<file path="src/rtl/display_pkg.sv">
// Shared types for the 7-segment display blocks: digit/frame types and slot state.
// Latency: none (types and one pure function only).
// Backpressure: n/a.
package display_pkg;

    localparam int N_DIGITS = 4;

    typedef logic [3:0]                digit_t;
    typedef logic [N_DIGITS-1:0][3:0]  digits_t;

    // BLANK: all anodes off (anti-ghosting window); SHOW: selected digit lit.
    typedef enum logic {
        BLANK = 1'b0,
        SHOW  = 1'b1
    } scan_state_t;

    // One-hot-low anode pattern for a digit index.
    function automatic logic [N_DIGITS-1:0] anode_onehot_low(input logic [1:0] idx);
        return ~(4'b0001 << idx);
    endfunction

endpackage

</file>
<file path="src/rtl/lz_blank.sv">
// Leading-zero blank mask: bit n set means digit n must stay dark.
// Latency: combinational.
// Backpressure: none.
//
// Ports:
//   digits   in  4 BCD digits, [3] is the most significant
//   blank_lz in  1 enables suppression; when 0 the mask is all zeros
//   mask     out 4 per-digit blank flags; digit 0 is never blanked
module lz_blank
    import display_pkg::*;
(
    input  digits_t                digits,
    input  logic                   blank_lz,
    output logic [N_DIGITS-1:0]    mask
);

    // Each digit is blank only if it and every more significant digit is zero,
    // so the chain propagates from the MSD downwards.
    always_comb begin
        mask    = '0;
        mask[3] = blank_lz && (digits[3] == 4'd0);
        mask[2] = mask[3]  && (digits[2] == 4'd0);
        mask[1] = mask[2]  && (digits[1] == 4'd0);
        mask[0] = 1'b0;
    end

endmodule

</file>
<file path="src/rtl/display_scan_ctrl.sv">
// 4-digit 7-segment scan controller with blanking window and frame-aligned double buffer.
// Latency: outputs are registered from next-state decode, so they match the current slot with no lag.
// Backpressure: load_ready drops after an accept and returns the cycle after the frame-boundary swap.
//
// Ports:
//   clk, rst_n    clock and synchronous active-low reset
//   load_data     in  4x4 BCD digits ([3] = MSD), load_valid/load_ready handshake
//   blank_lz      in  leading-zero suppression enable, sampled every cycle
//   digit_idx     out slot currently scanned
//   s_muxfue      out BCD value of the scanned digit, to the segment decoder
//   an_o          out active-low anode enables
//   frame_start   out one-cycle pulse on the first cycle of each frame
module display_scan_ctrl
    import display_pkg::*;
#(
    parameter int REFRESH_DIV = 27000,
    parameter int BLANK_CYC   = 270
)
(
    input  logic             clk,
    input  logic             rst_n,
    input  logic [3:0][3:0]  load_data,
    input  logic             load_valid,
    output logic             load_ready,
    input  logic             blank_lz,
    output logic [1:0]       digit_idx,
    output logic [3:0]       s_muxfue,
    output logic [3:0]       an_o,
    output logic             frame_start
);

    localparam int              CNT_W    = (REFRESH_DIV > 2) ? $clog2(REFRESH_DIV) : 1;
    localparam logic [CNT_W-1:0] CNT_LAST = CNT_W'(REFRESH_DIV - 1);
    localparam logic [CNT_W-1:0] CNT_SHOW = CNT_W'(BLANK_CYC);

    // Slot/frame position
    logic [CNT_W-1:0] cnt_q, cnt_d;
    logic [1:0]       idx_q, idx_d;
    // run_q is clear only for the cycle directly after reset; the first
    // non-reset edge reloads slot 0/cycle 0 so that cycle carries frame_start.
    logic             run_q, run_d;

    // Display and pending buffers
    digits_t          disp_q, disp_d;
    digits_t          pend_q, pend_d;
    logic             pend_v_q, pend_v_d;

    // Registered outputs
    logic [3:0]       an_q, an_d;
    logic [3:0]       smux_q, smux_d;
    logic [1:0]       didx_q, didx_d;
    logic             fs_q, fs_d;
    logic             rdy_q, rdy_d;

    logic             slot_end;
    logic             accept;
    logic             swap;
    scan_state_t      slot_state;
    logic [3:0]       blank_mask;

    // Mask is computed on the next-state display so a swap and its
    // blanking take effect in the same cycle.
    lz_blank u_lz_blank (
        .digits   (disp_d),
        .blank_lz (blank_lz),
        .mask     (blank_mask)
    );

    // Next-state: slot counter, digit index, buffers
    always_comb begin
        run_d    = 1'b1;
        cnt_d    = cnt_q;
        idx_d    = idx_q;
        disp_d   = disp_q;
        pend_d   = pend_q;
        pend_v_d = pend_v_q;

        slot_end = run_q && (cnt_q == CNT_LAST);
        accept   = load_valid && rdy_q;
        // Only at the very last cycle of a frame, so a new value never tears.
        swap     = slot_end && (idx_q == 2'd3) && pend_v_q;

        if (!run_q) begin
            cnt_d = '0;
            idx_d = 2'd0;
        end else if (slot_end) begin
            cnt_d = '0;
            idx_d = idx_q + 2'd1;
        end else begin
            cnt_d = cnt_q + CNT_W'(1);
        end

        // accept needs pend_v=0 and swap needs pend_v=1: never both.
        if (swap) begin
            disp_d   = pend_q;
            pend_v_d = 1'b0;
        end
        if (accept) begin
            pend_d   = load_data;
            pend_v_d = 1'b1;
        end
    end

    // Output decode from next state
    always_comb begin
        slot_state = (cnt_d < CNT_SHOW) ? BLANK : SHOW;
        an_d       = 4'hF;
        if ((slot_state == SHOW) && !blank_mask[idx_d]) begin
            an_d = anode_onehot_low(idx_d);
        end
        // A blanked digit still drives its value to the decoder.
        smux_d = disp_d[idx_d];
        didx_d = idx_d;
        fs_d   = (cnt_d == '0) && (idx_d == 2'd0);
        rdy_d  = !pend_v_d;
    end

    always_ff @(posedge clk) begin
        if (!rst_n) begin
            cnt_q    <= '0;
            idx_q    <= 2'd0;
            run_q    <= 1'b0;
            disp_q   <= '0;
            pend_q   <= '0;
            pend_v_q <= 1'b0;
            an_q     <= 4'hF;
            smux_q   <= 4'd0;
            didx_q   <= 2'd0;
            fs_q     <= 1'b0;
            rdy_q    <= 1'b1;
        end else begin
            cnt_q    <= cnt_d;
            idx_q    <= idx_d;
            run_q    <= run_d;
            disp_q   <= disp_d;
            pend_q   <= pend_d;
            pend_v_q <= pend_v_d;
            an_q     <= an_d;
            smux_q   <= smux_d;
            didx_q   <= didx_d;
            fs_q     <= fs_d;
            rdy_q    <= rdy_d;
        end
    end

    assign load_ready  = rdy_q;
    assign digit_idx   = didx_q;
    assign s_muxfue    = smux_q;
    assign an_o        = an_q;
    assign frame_start = fs_q;

endmodule

</file>
<file path="config.mk">
export PLATFORM = sky130hd
export DESIGN_NAME = display_scan_ctrl
export DESIGN_NICKNAME = d
export VERILOG_FILES = /design/src/rtl/display_pkg.sv /design/src/rtl/lz_blank.sv /design/src/rtl/display_scan_ctrl.sv
export SDC_FILE = /design/constraint.sdc
export NUM_CORES = 1
export LEC_CHECK = 0
export ABC_AREA = 1
export CAP_MARGIN = 30
export CORE_ASPECT_RATIO = 0.7
export CORE_MARGIN = 10
export CORE_UTILIZATION = 30
export DETAILED_ROUTE_END_ITERATION = 8
export PLACE_DENSITY = 0.59
export SYNTH_ARGS = -nofsm -noshare
export SYNTH_HDL_FRONTEND = slang
export SYNTH_HIERARCHICAL = 1
export SYNTH_SLANG_ARGS = --single-unit
export TNS_END_PERCENT = 5
</file>
<file path="constraint.sdc">
create_clock -name clk -period 2.2 [get_ports clk]
set_clock_uncertainty 0.2 [all_clocks]
set_input_delay 0.33 -clock clk [delete_from_list [all_inputs] [get_ports clk]]
set_output_delay 0.33 -clock clk [all_outputs]
set_load 0.02 [all_outputs]
</file>
### After elaboration in Yosys (flattened, before gate mapping)

Cells that the tools add are included.
Widths: inputs -> output; s select.

* input port bits: 20
* logic and storage cells: 54
* flip-flop bits (word level): 61
* output and inout bits: 12

* eq/ne operators: 2
* bitwise operators: 1
* order comparisons: 2
* reductions and logical operators: 17
* shift-type cells: 1
* muxes and demuxes: 13
* $add $sub $neg: 2

Operators by type and width (number)
* $mux 15: 2
* $mux 16: 1
* $add 15x1->15 const B: 1
* $eq 15x15->1 const B: 1
* $logic_not 15->1: 1
* $lt 15x9->1 const B: 1
* $logic_not 4->1: 3
* $logic_and 1x1->1: 9
* $bmux 4 s2: 1
* $mux 1: 5
* $mux 2: 2
* $mux 4: 1
* $not 4->4: 1
* $shl 1x2->4 const A: 1
* $lt 2x3->1 const B: 1
* $add 2x1->2 const B: 1
* $bmux 1 s2: 1
* $eq 2x2->1 const B: 1
* $logic_not 1->1: 2
* $logic_not 2->1: 1
* $reduce_and 2->1: 1

### Longest topological paths before layout

* depth after elaboration: 14
* depth in mapped cells: 18

### By module

The synthesis kept the hierarchy.

Modules (own cells, without submodules)
* display_scan_ctrl: cells an instance 415, area each 2915.3 um^2, times used 1
* lz_blank: cells an instance 14, area each 63.8 um^2, times used 1

### Worst setup path after synthesis

No wires, ideal clock.

* path type: register to register
* start: reg, netlist name digit_idx[0]
* end: reg an_q[0], in the netlist an_o[0]
* clock period less this slack: 2.210 ns
* stages on the path, launching flop included: 13
* path slack: -0.010 ns
* data arrival time: 1.885 ns
* cell sequence: dfxtp_1 -> ha_1 -> buf_2 -> clkbuf_1 -> nand4_1 -> nand2_2 -> nor2_1 -> nand3_1 -> nor2_1 -> nand3_1 -> nand3_1 -> nor2_2 -> nand3_1

RTL lines
* end signal, assigned: RTL line display_scan_ctrl.sv:138 `an_q <= an_d;`
* end, declared: RTL line display_scan_ctrl.sv:49 `logic [3:0] an_q, an_d;`

==> impl_metrics.json <==
{
  "power_switching_mw": 0.640,
  "cts_root_buf": "clkbuf_16",
  "synth.area.mux_share_pct": 0,
  "ioPinCount": 32,
  "path_class": "register to register",
  "critPathSlowestCell": "dfxtp_4",
  "routedWlPerCell_um": 12.7,
  "seqPwrFrac_pct": 44.5,
  "stdcell_count": 661,
  "tns_ns": -0.241,
  "pwr-share-comb_pct": 6.0,
  "power_leakage_nw": 1.92,
  "p_int_mw": 1.97,
  "placed_cells": 622,
  "grt_pass1_wl_um": 13700,
  "slowest_delay_ns": 0.36,
  "worst_ep_arrival_time_ns": 2.34,
  "violations": "setup timing",
  "clkPwrFrac_pct": 49.4,
  "endpoint_kind": "register",
  "drtIter0Drc": 170,
  "cap_violations": 0,
  "cts_hold_buf": 0,
  "core_area_mm2": 0.00968,
  "tightest_slew_ns": 0.560,
  "hp-class": "register to register",
  "finalCritPeriodShare_pct": 103,
  "ys.warnings.count": 6,
  "path_delay_family": "simple AND/OR/NAND/NOR gates",
  "synth_xor_area_share_pct": 1.18,
  "yosysUniqueCellTypes": 31,
  "dpl_cell_area_mm2": 0.00375,
  "swShare_pct": 24.5,
  "cp_num_buf_inv": 3,
  "ys_seq_area_share_pct": 41.0,
  "max-slew-margin-rel_pct": 62.6,
  "dp_hpwl_um": 6230,
  "antenna_found_initial": 0,
  "nets": 550,
  "htreeDepth": 3,
  "portBuffers": 31,
  "post_synth_instance_area_mm2": 0.00298,
  "track_usage_pct": 12.0,
  "fmax_mhz": 442,
  "initial_core_util_pct": 30.8,
  "syn_avg_cell_area_um2": 6.94,
  "worst-path-max-fanout": 8,
  "status": "complete, but fails checks",
  "final_area_mm2": 0.00435,
  "synth_seq_cells": 61,
  "drv_slew": 0,
  "post-route-min-period_ns": 2.26,
  "grt_pass1_vias": 2879,
  "vias": 3033,
  "rsz0062_at_grt": "true",
  "drc": 0,
  "cts_buffer_depth": 2,
  "die_h_um": 103,
  "worstPathRequired_ns": 2.27,
  "postRouteAntennaNets": 0,
  "rows": 30,
  "synthAdderAreaFrac_pct": 0.840,
  "final-hold-violation-count": 0,
  "setup_viol": 4,
  "area_growth_pct": 45.9,
  "die_w_um": 139,
  "cp_cell_sequence": "ha_4, nand2_4, inv_2, nand2_2, nor2_4, nand2_4, clkinv_8, buf_12, nand3_4, nand2_2, nand2_2, nor2_2, nand3_2, nor3_2, nand3_1, nand2_1, nor2_2, nand3_1",
  "power_density_mw_per_mm2": 601,
  "synth_compound_area_share_pct": 6.05,
  "gp_congestion": 0.852,
  "postSynthCellCount": 429,
  "synth-simple-area-share_pct": 43.3,
  "dr.pass1.iters": 4,
  "peakVddDrop_uv": 368,
  "startpoint_type": "register",
  "cts_tree": "done",
  "grt_max_degree": 20,
  "numCtsBuffers": 9,
  "whs_ns": 0.267,
  "grt_overflow": 0,
  "numClockSinks": 61,
  "num_antenna_cells": 0,
  "synth_nets": 451,
  "viasPerCell": 4.59,
  "crit_top_cell": "nand2_2",
  "insertion_delay_ns": 0.34,
  "drive_gt1_share_pct": 28.5,
  "clk_pin_slew_ns": 0.05,
  "wl_um": 8420,
  "die_area_mm2": 0.0144,
  "synth_top_family_by_area": "simple AND/OR/NAND/NOR gates",
  "setup_ws_ns": -0.0639
}
## logic make-up after synthesis
kind of cell / count (synthesis)
buffers and inverters: 51
and+or+nand+nor: 274
AOI/OAI and AO/OA: 36
other: 1
adders and majority gates: 2
xor gates and xnor gates: 4
DFF: 61
## routing by layer
metal,GRT usage [%],vias up,wire length [µm]
li1,-,1575,-
met1,15.9,1366,4410
met2,17.2,81,3280
met3,4.33,11,594
met4,5.04,0,131
met5,0,-,0
## cell usage after synthesis
cell type,n,share of area (%)
nor2_1,86,11
nand2_1,83,10
dfxtp_1,61,41
nand3_1,37,6.2
inv_1,29,3.7
nand2_2,24,5.0
nand4_1,19,4.0
a21oi_1,18,3.0
o21ai_0,18,3.0
clkbuf_1,10,1.3
nor2_2,6,1.3
nor3_1,6,1.0
buf_4,3,0.76
inv_2,3,0.38
nor2_4,3,1.1
xor2_1,3,0.88
buf_6,2,0.76
clkinv_1,2,0.25
ha_1,2,0.84
nand3_4,2,1.2
or2_2,2,0.42
and2_1,1,0.21
buf_2,1,0.17
conb_1,1,0.13
inv_6,1,0.29
nand2_4,1,0.38
nand3_2,1,0.34
nand3b_1,1,0.25
nor3_2,1,0.34
nor3b_1,1,0.25
xnor2_1,1,0.29
## layout make-up
class                           instances  area (µm²)
Sequential cell                        61        1230
Clock inverter                          7        51.3
Inverter                               35         144
Tap cell                              128         160
Fill cell                             994        5340
Clock buffer                            9         225
Multi-Input combinational cell        318        1620
Timing Repair Buffer                  103         920
## worst reg2reg max path: cells and delay by family, from the launching register on
kind,cells,cell delay (ns)
flops,1,0.36
fa+ha+maj,1,0.14
simple gates,14,1.28
buf+inv,3,0.23
## power by group through the flow
| stage | Sequential (mW) | Combinational (mW) | Clock (mW) |
|---|---|---|---|
| 2_1_floorplan | 1.18 | 0.0850 | 0 |
| 3_3_place_gp | 1.18 | 0.152 | 0 |
| 3_5_place_dp | 1.18 | 0.153 | 0 |
| 4_1_cts | 1.16 | 0.155 | 1.32 |
| 5_1_grt | 1.17 | 0.179 | 1.37 |
| 6_report | 1.16 | 0.158 | 1.29 |
## timing repair
item	CTS	global route
setup buffers	17	4
pin swaps	14	9
endpoints found under the setup margin	4	11
cloned	2	0
gates resized for setup	12	17
endpoints found under the hold margin	0	0
## per-stage QoR
stage | worst slack (ns) | util [%] | power (mW)
floorplan | 0.0105 | - | 1.26
global placement | -0.0251 | 38.7 | 1.33
detailed placement | -0.139 | 38.7 | 1.34
CTS | -0.0548 | 44.0 | 2.64
global route | -0.252 | 44.9 | 2.71
finish | -0.0639 | 44.9 | 2.61
## flip-flops by register name (all words and copies together), names as in the netlist
name / cells
digit_idx: 2
disp_q: 16
load_ready: 1
frame_start: 1
cnt_q: 15
run_q: 1
an_o: 4
s_muxfue: 4
pend_v_q: 1
pend_q: 16
## cells in the final DEF, fill, tap and decap left out, types with 12 or more instances in the layout
cell type and instances:
a21oi_1 16, o21ai_0 18, dfxtp_1 59, nor2_2 12
nand2_1 78, buf_4 65, nor2_1 79, clkdlybuf4s50_1 31
inv_1 29, nand4_1 19, nand2_2 28, nand3_1 36
## worst paths after layout
check | slack, ns | end | start | depth (start not counted)
worst max-delay path | -0.06 | an_o[3]$_SDFF_PN1_ | cnt_q[1]$_SDFF_PN0_ | 18
worst min-delay path | 0.27 | disp_q[1]$_SDFF_PN0_ | disp_q[1]$_SDFF_PN0_ | 2
worst max register to register | -0.06 | an_o[3]$_SDFF_PN1_ | cnt_q[1]$_SDFF_PN0_ | 18
worst min register to register | 0.27 | disp_q[1]$_SDFF_PN0_ | disp_q[1]$_SDFF_PN0_ | 2
Power figures use the tool's default switching activity.
